<file path="src/rtl/ariane_periph_axil_arbiter_pkg.sv">
// rtl/ariane_periph_axil_arbiter_pkg.sv - shared types and constants for the 2:1 AXI4-Lite arbiter
// Contents: state_e (FSM encoding), op_e (granted operation), STRB_WIDTH for the default 64-bit bus.
package ariane_periph_arb_pkg;

    localparam int DEFAULT_DATA_WIDTH = 64;
    localparam int STRB_WIDTH         = DEFAULT_DATA_WIDTH / 8;

    typedef logic [2:0] state_e;
    localparam state_e IDLE    = 3'd0;
    localparam state_e WR_ADDR = 3'd1;
    localparam state_e WR_RESP = 3'd2;
    localparam state_e RD_ADDR = 3'd3;
    localparam state_e RD_RESP = 3'd4;

    typedef enum logic {
        OP_RD = 1'b0,
        OP_WR = 1'b1
    } op_e;

endpackage

</file>
<file path="src/rtl/ariane_periph_axil_arbiter_if.sv">
// rtl/ariane_periph_axil_arbiter_if.sv - AXI4-Lite bundle with requester (master) and responder (slave) views
// Signals: aw{valid,ready,addr,prot}, w{valid,ready,data,strb}, b{valid,ready,resp},
//          ar{valid,ready,addr,prot}, r{valid,ready,data,resp}.
interface ariane_periph_axil_arbiter_if #(
    parameter int ADDR_WIDTH = 64,
    parameter int DATA_WIDTH = 64
);
    logic                    awvalid;
    logic                    awready;
    logic [ADDR_WIDTH-1:0]   awaddr;
    logic [2:0]              awprot;
    logic                    wvalid;
    logic                    wready;
    logic [DATA_WIDTH-1:0]   wdata;
    logic [DATA_WIDTH/8-1:0] wstrb;
    logic                    bvalid;
    logic                    bready;
    logic [1:0]              bresp;
    logic                    arvalid;
    logic                    arready;
    logic [ADDR_WIDTH-1:0]   araddr;
    logic [2:0]              arprot;
    logic                    rvalid;
    logic                    rready;
    logic [DATA_WIDTH-1:0]   rdata;
    logic [1:0]              rresp;

    modport master (
        output awvalid, awaddr, awprot, wvalid, wdata, wstrb, bready,
               arvalid, araddr, arprot, rready,
        input  awready, wready, bvalid, bresp, arready, rvalid, rdata, rresp
    );

    modport slave (
        input  awvalid, awaddr, awprot, wvalid, wdata, wstrb, bready,
               arvalid, araddr, arprot, rready,
        output awready, wready, bvalid, bresp, arready, rvalid, rdata, rresp
    );
endinterface

</file>
<file path="src/rtl/ariane_periph_axil_arbiter_rr_arb2.sv">
// rtl/ariane_periph_axil_arbiter_rr_arb2.sv - two-requester round-robin picker (combinational)
// Ports: req[1:0] requests, ptr = favoured requester, gnt[1:0] one-hot grant (0 when no request).
module ariane_rr_arb2 (
    input  logic [1:0] req,
    input  logic       ptr,
    output logic [1:0] gnt
);
    always_comb begin
        gnt = 2'b00;
        if (ptr) begin
            if (req[1])      gnt = 2'b10;
            else if (req[0]) gnt = 2'b01;
        end else begin
            if (req[0])      gnt = 2'b01;
            else if (req[1]) gnt = 2'b10;
        end
    end
endmodule

</file>
<file path="src/rtl/ariane_periph_axil_arbiter.sv">
// rtl/ariane_periph_axil_arbiter.sv - 2:1 AXI4-Lite arbiter, one transaction in flight
// Ports: aclk, aresetn (async active-low); s0 = core, s1 = debug/host (slave views);
//        m = toward the peripheral register port (master view); grant_o = one-hot owner, 0 when idle.
module ariane_periph_axil_arbiter
    import ariane_periph_arb_pkg::*;
#(
    parameter int AXI_ADDR_WIDTH = 64,
    parameter int AXI_DATA_WIDTH = 64
) (
    input  logic                            aclk,
    input  logic                            aresetn,
    ariane_periph_axil_arbiter_if.slave     s0,
    ariane_periph_axil_arbiter_if.slave     s1,
    ariane_periph_axil_arbiter_if.master    m,
    output logic [1:0]                      grant_o
);
    state_e state;
    logic   winner;
    logic   rr_ptr;
    op_e    op_pref;
    logic   aw_done;
    logic   w_done;

    logic [1:0] wr_req;
    logic [1:0] rd_req;
    logic [1:0] gnt;
    logic       sel_wr;
    logic       sel_rd;
    op_e        next_op;

    assign wr_req = {s1.awvalid, s0.awvalid};
    assign rd_req = {s1.arvalid, s0.arvalid};

    ariane_rr_arb2 u_rr (
        .req (wr_req | rd_req),
        .ptr (rr_ptr),
        .gnt (gnt)
    );

    // Operation for the candidate winner; op_pref breaks the tie when it wants both.
    assign sel_wr = |(gnt & wr_req);
    assign sel_rd = |(gnt & rd_req);
    always_comb begin
        if (sel_wr && sel_rd) next_op = op_pref;
        else if (sel_wr)      next_op = OP_WR;
        else                  next_op = OP_RD;
    end

    // Payloads follow the registered winner; only valids/readys are state-gated.
    logic [AXI_ADDR_WIDTH-1:0]   sel_awaddr;
    logic [AXI_ADDR_WIDTH-1:0]   sel_araddr;
    logic [AXI_DATA_WIDTH-1:0]   sel_wdata;
    logic [AXI_DATA_WIDTH/8-1:0] sel_wstrb;

    assign sel_awaddr = winner ? s1.awaddr : s0.awaddr;
    assign sel_araddr = winner ? s1.araddr : s0.araddr;
    assign sel_wdata  = winner ? s1.wdata  : s0.wdata;
    assign sel_wstrb  = winner ? s1.wstrb  : s0.wstrb;

    assign m.awaddr = sel_awaddr;
    assign m.awprot = winner ? s1.awprot : s0.awprot;
    assign m.wdata  = sel_wdata;
    assign m.wstrb  = sel_wstrb;
    assign m.araddr = sel_araddr;
    assign m.arprot = winner ? s1.arprot : s0.arprot;

    // Responses pass through unmodified; ownership is expressed by bvalid/rvalid only.
    assign s0.bresp = m.bresp;
    assign s1.bresp = m.bresp;
    assign s0.rdata = m.rdata;
    assign s1.rdata = m.rdata;
    assign s0.rresp = m.rresp;
    assign s1.rresp = m.rresp;

    always_comb begin
        m.awvalid  = 1'b0;
        m.wvalid   = 1'b0;
        m.bready   = 1'b0;
        m.arvalid  = 1'b0;
        m.rready   = 1'b0;
        s0.awready = 1'b0;
        s0.wready  = 1'b0;
        s0.bvalid  = 1'b0;
        s0.arready = 1'b0;
        s0.rvalid  = 1'b0;
        s1.awready = 1'b0;
        s1.wready  = 1'b0;
        s1.bvalid  = 1'b0;
        s1.arready = 1'b0;
        s1.rvalid  = 1'b0;
        case (state)
            WR_ADDR: begin
                // A channel already handshaken is masked so exactly one beat goes out.
                m.awvalid = (winner ? s1.awvalid : s0.awvalid) & ~aw_done;
                m.wvalid  = (winner ? s1.wvalid  : s0.wvalid)  & ~w_done;
                if (winner) begin
                    s1.awready = m.awready & ~aw_done;
                    s1.wready  = m.wready  & ~w_done;
                end else begin
                    s0.awready = m.awready & ~aw_done;
                    s0.wready  = m.wready  & ~w_done;
                end
            end
            WR_RESP: begin
                m.bready = winner ? s1.bready : s0.bready;
                if (winner) s1.bvalid = m.bvalid;
                else        s0.bvalid = m.bvalid;
            end
            RD_ADDR: begin
                m.arvalid = winner ? s1.arvalid : s0.arvalid;
                if (winner) s1.arready = m.arready;
                else        s0.arready = m.arready;
            end
            RD_RESP: begin
                m.rready = winner ? s1.rready : s0.rready;
                if (winner) s1.rvalid = m.rvalid;
                else        s0.rvalid = m.rvalid;
            end
            default: ;
        endcase
    end

    logic aw_fin;
    logic w_fin;
    assign aw_fin = aw_done | (m.awvalid & m.awready);
    assign w_fin  = w_done  | (m.wvalid  & m.wready);

    always_ff @(posedge aclk or negedge aresetn) begin
        if (!aresetn) begin
            state   <= IDLE;
            winner  <= 1'b0;
            rr_ptr  <= 1'b0;
            op_pref <= OP_WR;
            aw_done <= 1'b0;
            w_done  <= 1'b0;
        end else begin
            case (state)
                IDLE: begin
                    if (|gnt) begin
                        winner <= gnt[1];
                        state  <= (next_op == OP_WR) ? WR_ADDR : RD_ADDR;
                    end
                end
                WR_ADDR: begin
                    aw_done <= aw_fin;
                    w_done  <= w_fin;
                    if (aw_fin && w_fin) state <= WR_RESP;
                end
                WR_RESP: begin
                    if (m.bvalid && m.bready) begin
                        state   <= IDLE;
                        rr_ptr  <= ~winner;
                        op_pref <= OP_RD;
                        aw_done <= 1'b0;
                        w_done  <= 1'b0;
                    end
                end
                RD_ADDR: begin
                    if (m.arvalid && m.arready) state <= RD_RESP;
                end
                RD_RESP: begin
                    if (m.rvalid && m.rready) begin
                        state   <= IDLE;
                        rr_ptr  <= ~winner;
                        op_pref <= OP_WR;
                    end
                end
                default: state <= IDLE;
            endcase
        end
    end

    assign grant_o = (state == IDLE) ? 2'b00 : (winner ? 2'b10 : 2'b01);

endmodule

</file>
<file path="src/flat_wrapper.sv">
// flat-port wrapper written by rule: the top's interface ports become plain ports
module ariane_periph_axil_arbiter_flat import ariane_periph_arb_pkg::*;
#(
    parameter int AXI_ADDR_WIDTH = 64,
    parameter int AXI_DATA_WIDTH = 64
)
  (aclk, aresetn, grant_o, s0_awvalid, s0_awaddr, s0_awprot, s0_wvalid, s0_wdata, s0_wstrb, s0_bready, s0_arvalid, s0_araddr, s0_arprot, s0_rready, s0_awready, s0_wready, s0_bvalid, s0_bresp, s0_arready, s0_rvalid, s0_rdata, s0_rresp, s1_awvalid, s1_awaddr, s1_awprot, s1_wvalid, s1_wdata, s1_wstrb, s1_bready, s1_arvalid, s1_araddr, s1_arprot, s1_rready, s1_awready, s1_wready, s1_bvalid, s1_bresp, s1_arready, s1_rvalid, s1_rdata, s1_rresp, m_awvalid, m_awaddr, m_awprot, m_wvalid, m_wdata, m_wstrb, m_bready, m_arvalid, m_araddr, m_arprot, m_rready, m_awready, m_wready, m_bvalid, m_bresp, m_arready, m_rvalid, m_rdata, m_rresp);
  ariane_periph_axil_arbiter_if #(.ADDR_WIDTH(64), .DATA_WIDTH(64)) s0_i ();
  ariane_periph_axil_arbiter_if #(.ADDR_WIDTH(64), .DATA_WIDTH(64)) s1_i ();
  ariane_periph_axil_arbiter_if #(.ADDR_WIDTH(64), .DATA_WIDTH(64)) m_i ();
  input  logic aclk;
  input  logic aresetn;
  output logic [1:0] grant_o;
  input wire logic [$bits(s0_i.awvalid)-1:0] s0_awvalid;
  input wire logic [$bits(s0_i.awaddr)-1:0] s0_awaddr;
  input wire logic [$bits(s0_i.awprot)-1:0] s0_awprot;
  input wire logic [$bits(s0_i.wvalid)-1:0] s0_wvalid;
  input wire logic [$bits(s0_i.wdata)-1:0] s0_wdata;
  input wire logic [$bits(s0_i.wstrb)-1:0] s0_wstrb;
  input wire logic [$bits(s0_i.bready)-1:0] s0_bready;
  input wire logic [$bits(s0_i.arvalid)-1:0] s0_arvalid;
  input wire logic [$bits(s0_i.araddr)-1:0] s0_araddr;
  input wire logic [$bits(s0_i.arprot)-1:0] s0_arprot;
  input wire logic [$bits(s0_i.rready)-1:0] s0_rready;
  output wire logic [$bits(s0_i.awready)-1:0] s0_awready;
  output wire logic [$bits(s0_i.wready)-1:0] s0_wready;
  output wire logic [$bits(s0_i.bvalid)-1:0] s0_bvalid;
  output wire logic [$bits(s0_i.bresp)-1:0] s0_bresp;
  output wire logic [$bits(s0_i.arready)-1:0] s0_arready;
  output wire logic [$bits(s0_i.rvalid)-1:0] s0_rvalid;
  output wire logic [$bits(s0_i.rdata)-1:0] s0_rdata;
  output wire logic [$bits(s0_i.rresp)-1:0] s0_rresp;
  input wire logic [$bits(s1_i.awvalid)-1:0] s1_awvalid;
  input wire logic [$bits(s1_i.awaddr)-1:0] s1_awaddr;
  input wire logic [$bits(s1_i.awprot)-1:0] s1_awprot;
  input wire logic [$bits(s1_i.wvalid)-1:0] s1_wvalid;
  input wire logic [$bits(s1_i.wdata)-1:0] s1_wdata;
  input wire logic [$bits(s1_i.wstrb)-1:0] s1_wstrb;
  input wire logic [$bits(s1_i.bready)-1:0] s1_bready;
  input wire logic [$bits(s1_i.arvalid)-1:0] s1_arvalid;
  input wire logic [$bits(s1_i.araddr)-1:0] s1_araddr;
  input wire logic [$bits(s1_i.arprot)-1:0] s1_arprot;
  input wire logic [$bits(s1_i.rready)-1:0] s1_rready;
  output wire logic [$bits(s1_i.awready)-1:0] s1_awready;
  output wire logic [$bits(s1_i.wready)-1:0] s1_wready;
  output wire logic [$bits(s1_i.bvalid)-1:0] s1_bvalid;
  output wire logic [$bits(s1_i.bresp)-1:0] s1_bresp;
  output wire logic [$bits(s1_i.arready)-1:0] s1_arready;
  output wire logic [$bits(s1_i.rvalid)-1:0] s1_rvalid;
  output wire logic [$bits(s1_i.rdata)-1:0] s1_rdata;
  output wire logic [$bits(s1_i.rresp)-1:0] s1_rresp;
  output wire logic [$bits(m_i.awvalid)-1:0] m_awvalid;
  output wire logic [$bits(m_i.awaddr)-1:0] m_awaddr;
  output wire logic [$bits(m_i.awprot)-1:0] m_awprot;
  output wire logic [$bits(m_i.wvalid)-1:0] m_wvalid;
  output wire logic [$bits(m_i.wdata)-1:0] m_wdata;
  output wire logic [$bits(m_i.wstrb)-1:0] m_wstrb;
  output wire logic [$bits(m_i.bready)-1:0] m_bready;
  output wire logic [$bits(m_i.arvalid)-1:0] m_arvalid;
  output wire logic [$bits(m_i.araddr)-1:0] m_araddr;
  output wire logic [$bits(m_i.arprot)-1:0] m_arprot;
  output wire logic [$bits(m_i.rready)-1:0] m_rready;
  input wire logic [$bits(m_i.awready)-1:0] m_awready;
  input wire logic [$bits(m_i.wready)-1:0] m_wready;
  input wire logic [$bits(m_i.bvalid)-1:0] m_bvalid;
  input wire logic [$bits(m_i.bresp)-1:0] m_bresp;
  input wire logic [$bits(m_i.arready)-1:0] m_arready;
  input wire logic [$bits(m_i.rvalid)-1:0] m_rvalid;
  input wire logic [$bits(m_i.rdata)-1:0] m_rdata;
  input wire logic [$bits(m_i.rresp)-1:0] m_rresp;
  assign s0_i.awvalid = s0_awvalid;
  assign s0_i.awaddr = s0_awaddr;
  assign s0_i.awprot = s0_awprot;
  assign s0_i.wvalid = s0_wvalid;
  assign s0_i.wdata = s0_wdata;
  assign s0_i.wstrb = s0_wstrb;
  assign s0_i.bready = s0_bready;
  assign s0_i.arvalid = s0_arvalid;
  assign s0_i.araddr = s0_araddr;
  assign s0_i.arprot = s0_arprot;
  assign s0_i.rready = s0_rready;
  assign s0_awready = s0_i.awready;
  assign s0_wready = s0_i.wready;
  assign s0_bvalid = s0_i.bvalid;
  assign s0_bresp = s0_i.bresp;
  assign s0_arready = s0_i.arready;
  assign s0_rvalid = s0_i.rvalid;
  assign s0_rdata = s0_i.rdata;
  assign s0_rresp = s0_i.rresp;
  assign s1_i.awvalid = s1_awvalid;
  assign s1_i.awaddr = s1_awaddr;
  assign s1_i.awprot = s1_awprot;
  assign s1_i.wvalid = s1_wvalid;
  assign s1_i.wdata = s1_wdata;
  assign s1_i.wstrb = s1_wstrb;
  assign s1_i.bready = s1_bready;
  assign s1_i.arvalid = s1_arvalid;
  assign s1_i.araddr = s1_araddr;
  assign s1_i.arprot = s1_arprot;
  assign s1_i.rready = s1_rready;
  assign s1_awready = s1_i.awready;
  assign s1_wready = s1_i.wready;
  assign s1_bvalid = s1_i.bvalid;
  assign s1_bresp = s1_i.bresp;
  assign s1_arready = s1_i.arready;
  assign s1_rvalid = s1_i.rvalid;
  assign s1_rdata = s1_i.rdata;
  assign s1_rresp = s1_i.rresp;
  assign m_awvalid = m_i.awvalid;
  assign m_awaddr = m_i.awaddr;
  assign m_awprot = m_i.awprot;
  assign m_wvalid = m_i.wvalid;
  assign m_wdata = m_i.wdata;
  assign m_wstrb = m_i.wstrb;
  assign m_bready = m_i.bready;
  assign m_arvalid = m_i.arvalid;
  assign m_araddr = m_i.araddr;
  assign m_arprot = m_i.arprot;
  assign m_rready = m_i.rready;
  assign m_i.awready = m_awready;
  assign m_i.wready = m_wready;
  assign m_i.bvalid = m_bvalid;
  assign m_i.bresp = m_bresp;
  assign m_i.arready = m_arready;
  assign m_i.rvalid = m_rvalid;
  assign m_i.rdata = m_rdata;
  assign m_i.rresp = m_rresp;
  ariane_periph_axil_arbiter #(.AXI_ADDR_WIDTH(AXI_ADDR_WIDTH), .AXI_DATA_WIDTH(AXI_DATA_WIDTH)) u_core (.aclk(aclk), .aresetn(aresetn), .s0(s0_i), .s1(s1_i), .m(m_i), .grant_o(grant_o));
endmodule
</file>
<file path="config.mk">
export PLATFORM = sky130hd
export DESIGN_NAME = ariane_periph_axil_arbiter_flat
export DESIGN_NICKNAME = d
export VERILOG_FILES = /design/src/rtl/ariane_periph_axil_arbiter_pkg.sv /design/src/rtl/ariane_periph_axil_arbiter_if.sv /design/src/rtl/ariane_periph_axil_arbiter_rr_arb2.sv /design/src/rtl/ariane_periph_axil_arbiter.sv /design/src/flat_wrapper.sv
export SDC_FILE = /design/constraint.sdc
export NUM_CORES = 1
export LEC_CHECK = 0
export ABC_CLOCK_PERIOD_IN_PS = 3950
export CORE_AREA = 4 4 331 333
export DETAILED_ROUTE_END_ITERATION = 12
export DIE_AREA = 0 0 335 337
export DONT_BUFFER_PORTS = 1
export PLACE_DENSITY = 0.3
export SYNTH_ARGS = -nofsm -noshare
export SYNTH_HDL_FRONTEND = slang
export SYNTH_SLANG_ARGS = --single-unit
</file>
<file path="constraint.sdc">
create_clock -name aclk -period 3.95 [get_ports aclk]
set_input_delay 0.395 -clock aclk [delete_from_list [all_inputs] [get_ports aclk]]
set_output_delay 0.395 -clock aclk [all_outputs]
set_load 0.01 [all_outputs]
</file>
## Yosys cells after proc, flatten, opt, wreduce, memory -nomap -nowiden

Cells that the tools add are included.

- Register bits: 8
- Bits in latches: 0
- Memory bits (writable): 0
- ROM bits: 0
- Input bits: 497
- Output and inout port bits: 359
- Logic and storage cells: 104
- Memories: 0

- Add/sub/neg operators: 0
- $mul: 0
- Div/mod/pow operators: 0
- $lt $le $gt $ge: 0
- Equal/unequal tests: 9
- Shifts and indexed selects: 0
- Mux-type cells: 60
- Bitwise gates (word level): 14
- Reductions and logical operators: 15

Operator list:

| cell | count |
|---|---|
| $mux W64 | 3 |
| $mux W1 | 37 |
| $mux W3 | 7 |
| $pmux W3 S5 | 1 |
| $mux W2 | 7 |
| $ne A2 B1 Y1 const B | 5 |
| $mux W8 | 1 |
| $pmux W1 S2 | 4 |
| $and A1 B1 Y1 | 6 |
| $eq A3 B2 Y1 const B | 2 |
| $reduce_or A2 Y1 | 3 |
| $logic_and A1 B1 Y1 | 5 |
| $reduce_and A5 Y1 | 1 |
| $and A2 B2 Y2 | 2 |
| $reduce_and A2 Y1 | 2 |
| $reduce_bool A2 Y1 | 2 |
| $eq A3 B1 Y1 const B | 1 |
| $eq A3 B3 Y1 const B | 1 |
| $logic_not A3 Y1 | 1 |
| $not A1 Y1 | 3 |
| $reduce_and A3 Y1 | 1 |
| $or A1 B1 Y1 | 2 |
| $or A2 B2 Y2 | 1 |

## Longest topological paths before layout

- Word-level depth: 11
- Mapped depth: 6
- Gate-level depth less buffers: 4

## Modules after synthesis

From an unflattened synthesis, not the netlist that was laid out.

- Cells, all modules: 455
- Area, all modules: 4166.5 um2

By module, submodules not included:

| module | times used | cells each | area an instance (um2) | sequential area each (um2) |
|---|---|---|---|---|
| ariane_periph_axil_arbiter | 1 | 452 | 4147.7 | 201.4 |
| ariane_rr_arb2 | 1 | 3 | 18.8 | 0.0 |

## Least setup slack after synthesis

Ideal clock, no wire load.

- Kind: reg-to-output
- Start: register u_core.winner
- End: output port s0_awready
- Arrival time: 1.395 ns
- Data required time: 3.555 ns
- Slack: 2.160 ns
- Stages on the path, launching flop included: 6
- Path buffers: 4
- Cell sequence: dfrtp_1 -> buf_6 -> buf_6 -> buf_4 -> buf_2 -> nor4_1

- Longest elaborated chain between the ends: 2

Ends and longest elaborated chain:

| element | line | source |
|---|---|---|
| start: declaration | ariane_periph_axil_arbiter.sv:18 | `logic winner;` |
| start signal: assignment | ariane_periph_axil_arbiter.sv:140 | `winner <= gnt[1];` |
| $mux W1 | ariane_periph_axil_arbiter.sv:96 | `if (winner) begin` |
| $mux W1 | ariane_periph_axil_arbiter.sv:91 | `case (state)` |
| end: declaration | flat_wrapper.sv:25 | `output wire logic [$bits(s0_i.awready)-1:0] s0_awready;` |

No other way between the ends.

## Worst setup path in the final report

- Start: register u_core.winner
- End: output port s1_awready

- Longest elaborated chain between the ends: 2

Ends and longest elaborated chain:

| element | line | source |
|---|---|---|
| $mux W1 | ariane_periph_axil_arbiter.sv:96 |  |
| $mux W1 | ariane_periph_axil_arbiter.sv:91 |  |
| end: declaration | flat_wrapper.sv:44 | `output wire logic [$bits(s1_i.awready)-1:0] s1_awready;` |

No other way between the ends.

==> flow_summary.ini <==
[status]
status = finished clean

[placement]
dp_hpwl_mm = 43.83
portBuffers = 0
place_congestion = 0.8014
dp_slack_ns = 1.455
dpl.cell_count = 1698

[synthesis]
synth_top_area_share = 0.5513
synth_area_leaders = mux2_2 (55%), buf_4 (26%), dfrtp_1 (4.2%)
synth_most_common_cell = mux2_2
yosys_warnings = 0
synth-edff-count = 0
syn_area_per_cell_um2 = 9.268
seq_area_frac_synth = 0.04787
ys.flop_type = dfrtp_1
async_flop_share = 1.000
synth_fp_nets = 951
yosys.area.top_type = mux2_2
syn_area_mm2 = 0.004208
ys_ff_latch = 8
yosys.cell_types.count = 36
netlist_instances = 454
ys_top_cells_by_count = mux2_2 (206), buf_4 (147), nor2_1 (13)

[sta]
fin_worst_skew_ns = 0.0009187
rsz0062_at_grt = false
fmax_mhz = 375.6
finalCritPeriodShare = 0.6741
setup_slack_ns = 1.287
fin_setup_tns_ns = 0
report.final.setup_viol = 0
tightestPinTransition_ns = 0.9866
drv_slew = 0
hold_viol_final = 0
slew_headroom = 0.3423
layout_min_cycle_time_ns = 2.663

[cts]
clockBufferDepth = 2
cts_buffers = 3
cts_num_sinks = 8
cts_setup_buffers = 0
worst_skew_pair.late_latency_ns = 0.24
root_buffer = clkbuf_16
path_clk_slew_ns = 0.04
cts_tree = yes
cts_max_level = 1

[grt]
grt_pass1_wl_mm = 49.40
grt_pass1_vias = 3140
grt_max_degree = 78
antenna_found_initial = 118
grt_overflow = 0
grt_usage = 0.07288

[drt]
drtIter0Drc = 142
viasPerCell = 2.085
finalWirelength_mm = 46.14
route.vias.total = 3616
wl_met3_mm = 6.502
wl_met1_mm = 20.81
ant_nets = 0
met2_length_mm = 17.26
first_pass_iters = 4
wire_per_inst_um = 26.61
topRoutingLayerUsed = met5
drcViolationCount = 0

[setup_path]
path_max_fanout = 61
arrival_ns = 2.27
worst_path_largest_cell_delay_ns = 1.01
r2r_cells = 4
regToRegSetupSlack_ns = 1.76
cp-end-kind = output port
critPathRequiredTime_ns = 3.56
critPathLaunchType = register
r2r-start = u_core.winner$_DFFE_PN0P_
crit_type = register to output port
crit_path_top_delay_cell = dfrtp_4
worstReg2RegEnd = u_core.state[1]$_DFFE_PN0P_
path_cells = inv_1, nor4_1
crit_start = u_core.winner$_DFFE_PN0P_
crit_end = s1_awready

[floorplanning]
die_h_um = 337
initial_utilization = 0.03947
fp.dieW_um = 335
core.rowCount = 120
die-area_mm2 = 0.1129
io_pins = 856
core_area_mm2 = 0.1066

[pwr]
vdd_drop_max_mv = 0.3050
p_leak_uw = 0.001163
power_uw = 2685
powerDensity_mw_per_mm2 = 538.3

[hold_path]
hold_class = input pin to register
hp-start = m_rvalid

[cells_and_area]
nFillCells = 12572
final_cells = 1734
area_growth_pct = 18.53
nets = 799
drive_above_1_share = 0.7342

[job]
max-cap-violations = 0
## sequential cells by signal (all words and copies together), names as in the netlist
register	count
u_core.state	3
u_core.rr_ptr	1
u_core.aw_done	1
u_core.winner	1
u_core.w_done	1
u_core.op_pref	1
## per-layer routing
layer | global-route usage | vias to the layer above
met2 | 0.09588 | 717
met1 | 0.1061 | 1567
met4 | 0.02014 | 10
met5 | 0 | -
li1 | - | 1202
met3 | 0.03041 | 120
## area by class of cell
cell class,count,area (um2),share of cell area
inverter,10,37.54,0.007526
clock buffer,4,78.83,0.01581
tap,1403,1755,0.3520
antenna,30,75.07,0.01505
sequential,8,205.2,0.04114
timing repair buffer,6,75.07,0.01505
multi-input combinational,273,2760,0.5534
## where the power goes
group / internal [uW] / switching [uW]
combinational: 992 / 1180
sequential: 126 / 209
clock: 135 / 45.3
total: 1250 / 1430
## how the worst min path moves through the flow
stage / slack [ns] / cells after the start / endpoint
floorplan: 0.1 / 0 / u_core.aw_done$_DFFE_PN0P_
global placement: 0.1 / 0 / u_core.state[1]$_DFFE_PN0P_
detailed placement: 0.1 / 0 / u_core.state[2]$_DFFE_PN0P_
finish: 0.35 / 2 / u_core.op_pref$_DFFE_PN1P_
CTS: 0.001 / 0 / u_core.op_pref$_DFFE_PN1P_
global route: 0.35 / 2 / u_core.op_pref$_DFFE_PN1P_
## cells by family after synthesis
family | Yosys count | share of synthesized area
mux | 211 | 0.5650
buf+inv | 173 | 0.2977
simple gates | 37 | 0.04758
compound gates | 25 | 0.04193
flops | 8 | 0.04788
## per-stage QoR
step	hold WS [ns]	instance area, um2	utilization
2_1_floorplan	0.09941	4208	-
3_3_place_gp	0.09978	4813	0.04515
3_5_place_dp	0.09972	4813	0.04515
4_1_cts	0.001175	4902	0.04599
5_1_grt	0.3542	4952	0.04646
6_report	0.3481	4987	0.04678
## repair_timing
item | in CTS | in global routing
hold endpoints to repair | 7 | 1
hold buffers | 1 | 1
resized for setup | 0 | 0
## critical path, delay by kind of cell (launching register included)
kind | cells | cell delay (ns)
DFF | 1 | 1.01
buffers and inverters | 1 | 0.36
and+or+nand+nor | 1 | 0.65
## cells in the final DEF, fill, tap and decap left out, drive strengths merged, types with 2 or more instances in the layout
cell type and instances:
a21oi 2, a31oi 2, buf 4, clkbuf 4
dfrtp 7, diode 30, dlygate4sd3 2, inv 10
mux2 206, mux2i 5, nand2 4, nor2 13
nor2b 3, nor3 4, nor4 6, o21ai 9
o21ba 2, o22ai 2
No activity file was read; power rests on OpenSTA's default activity.
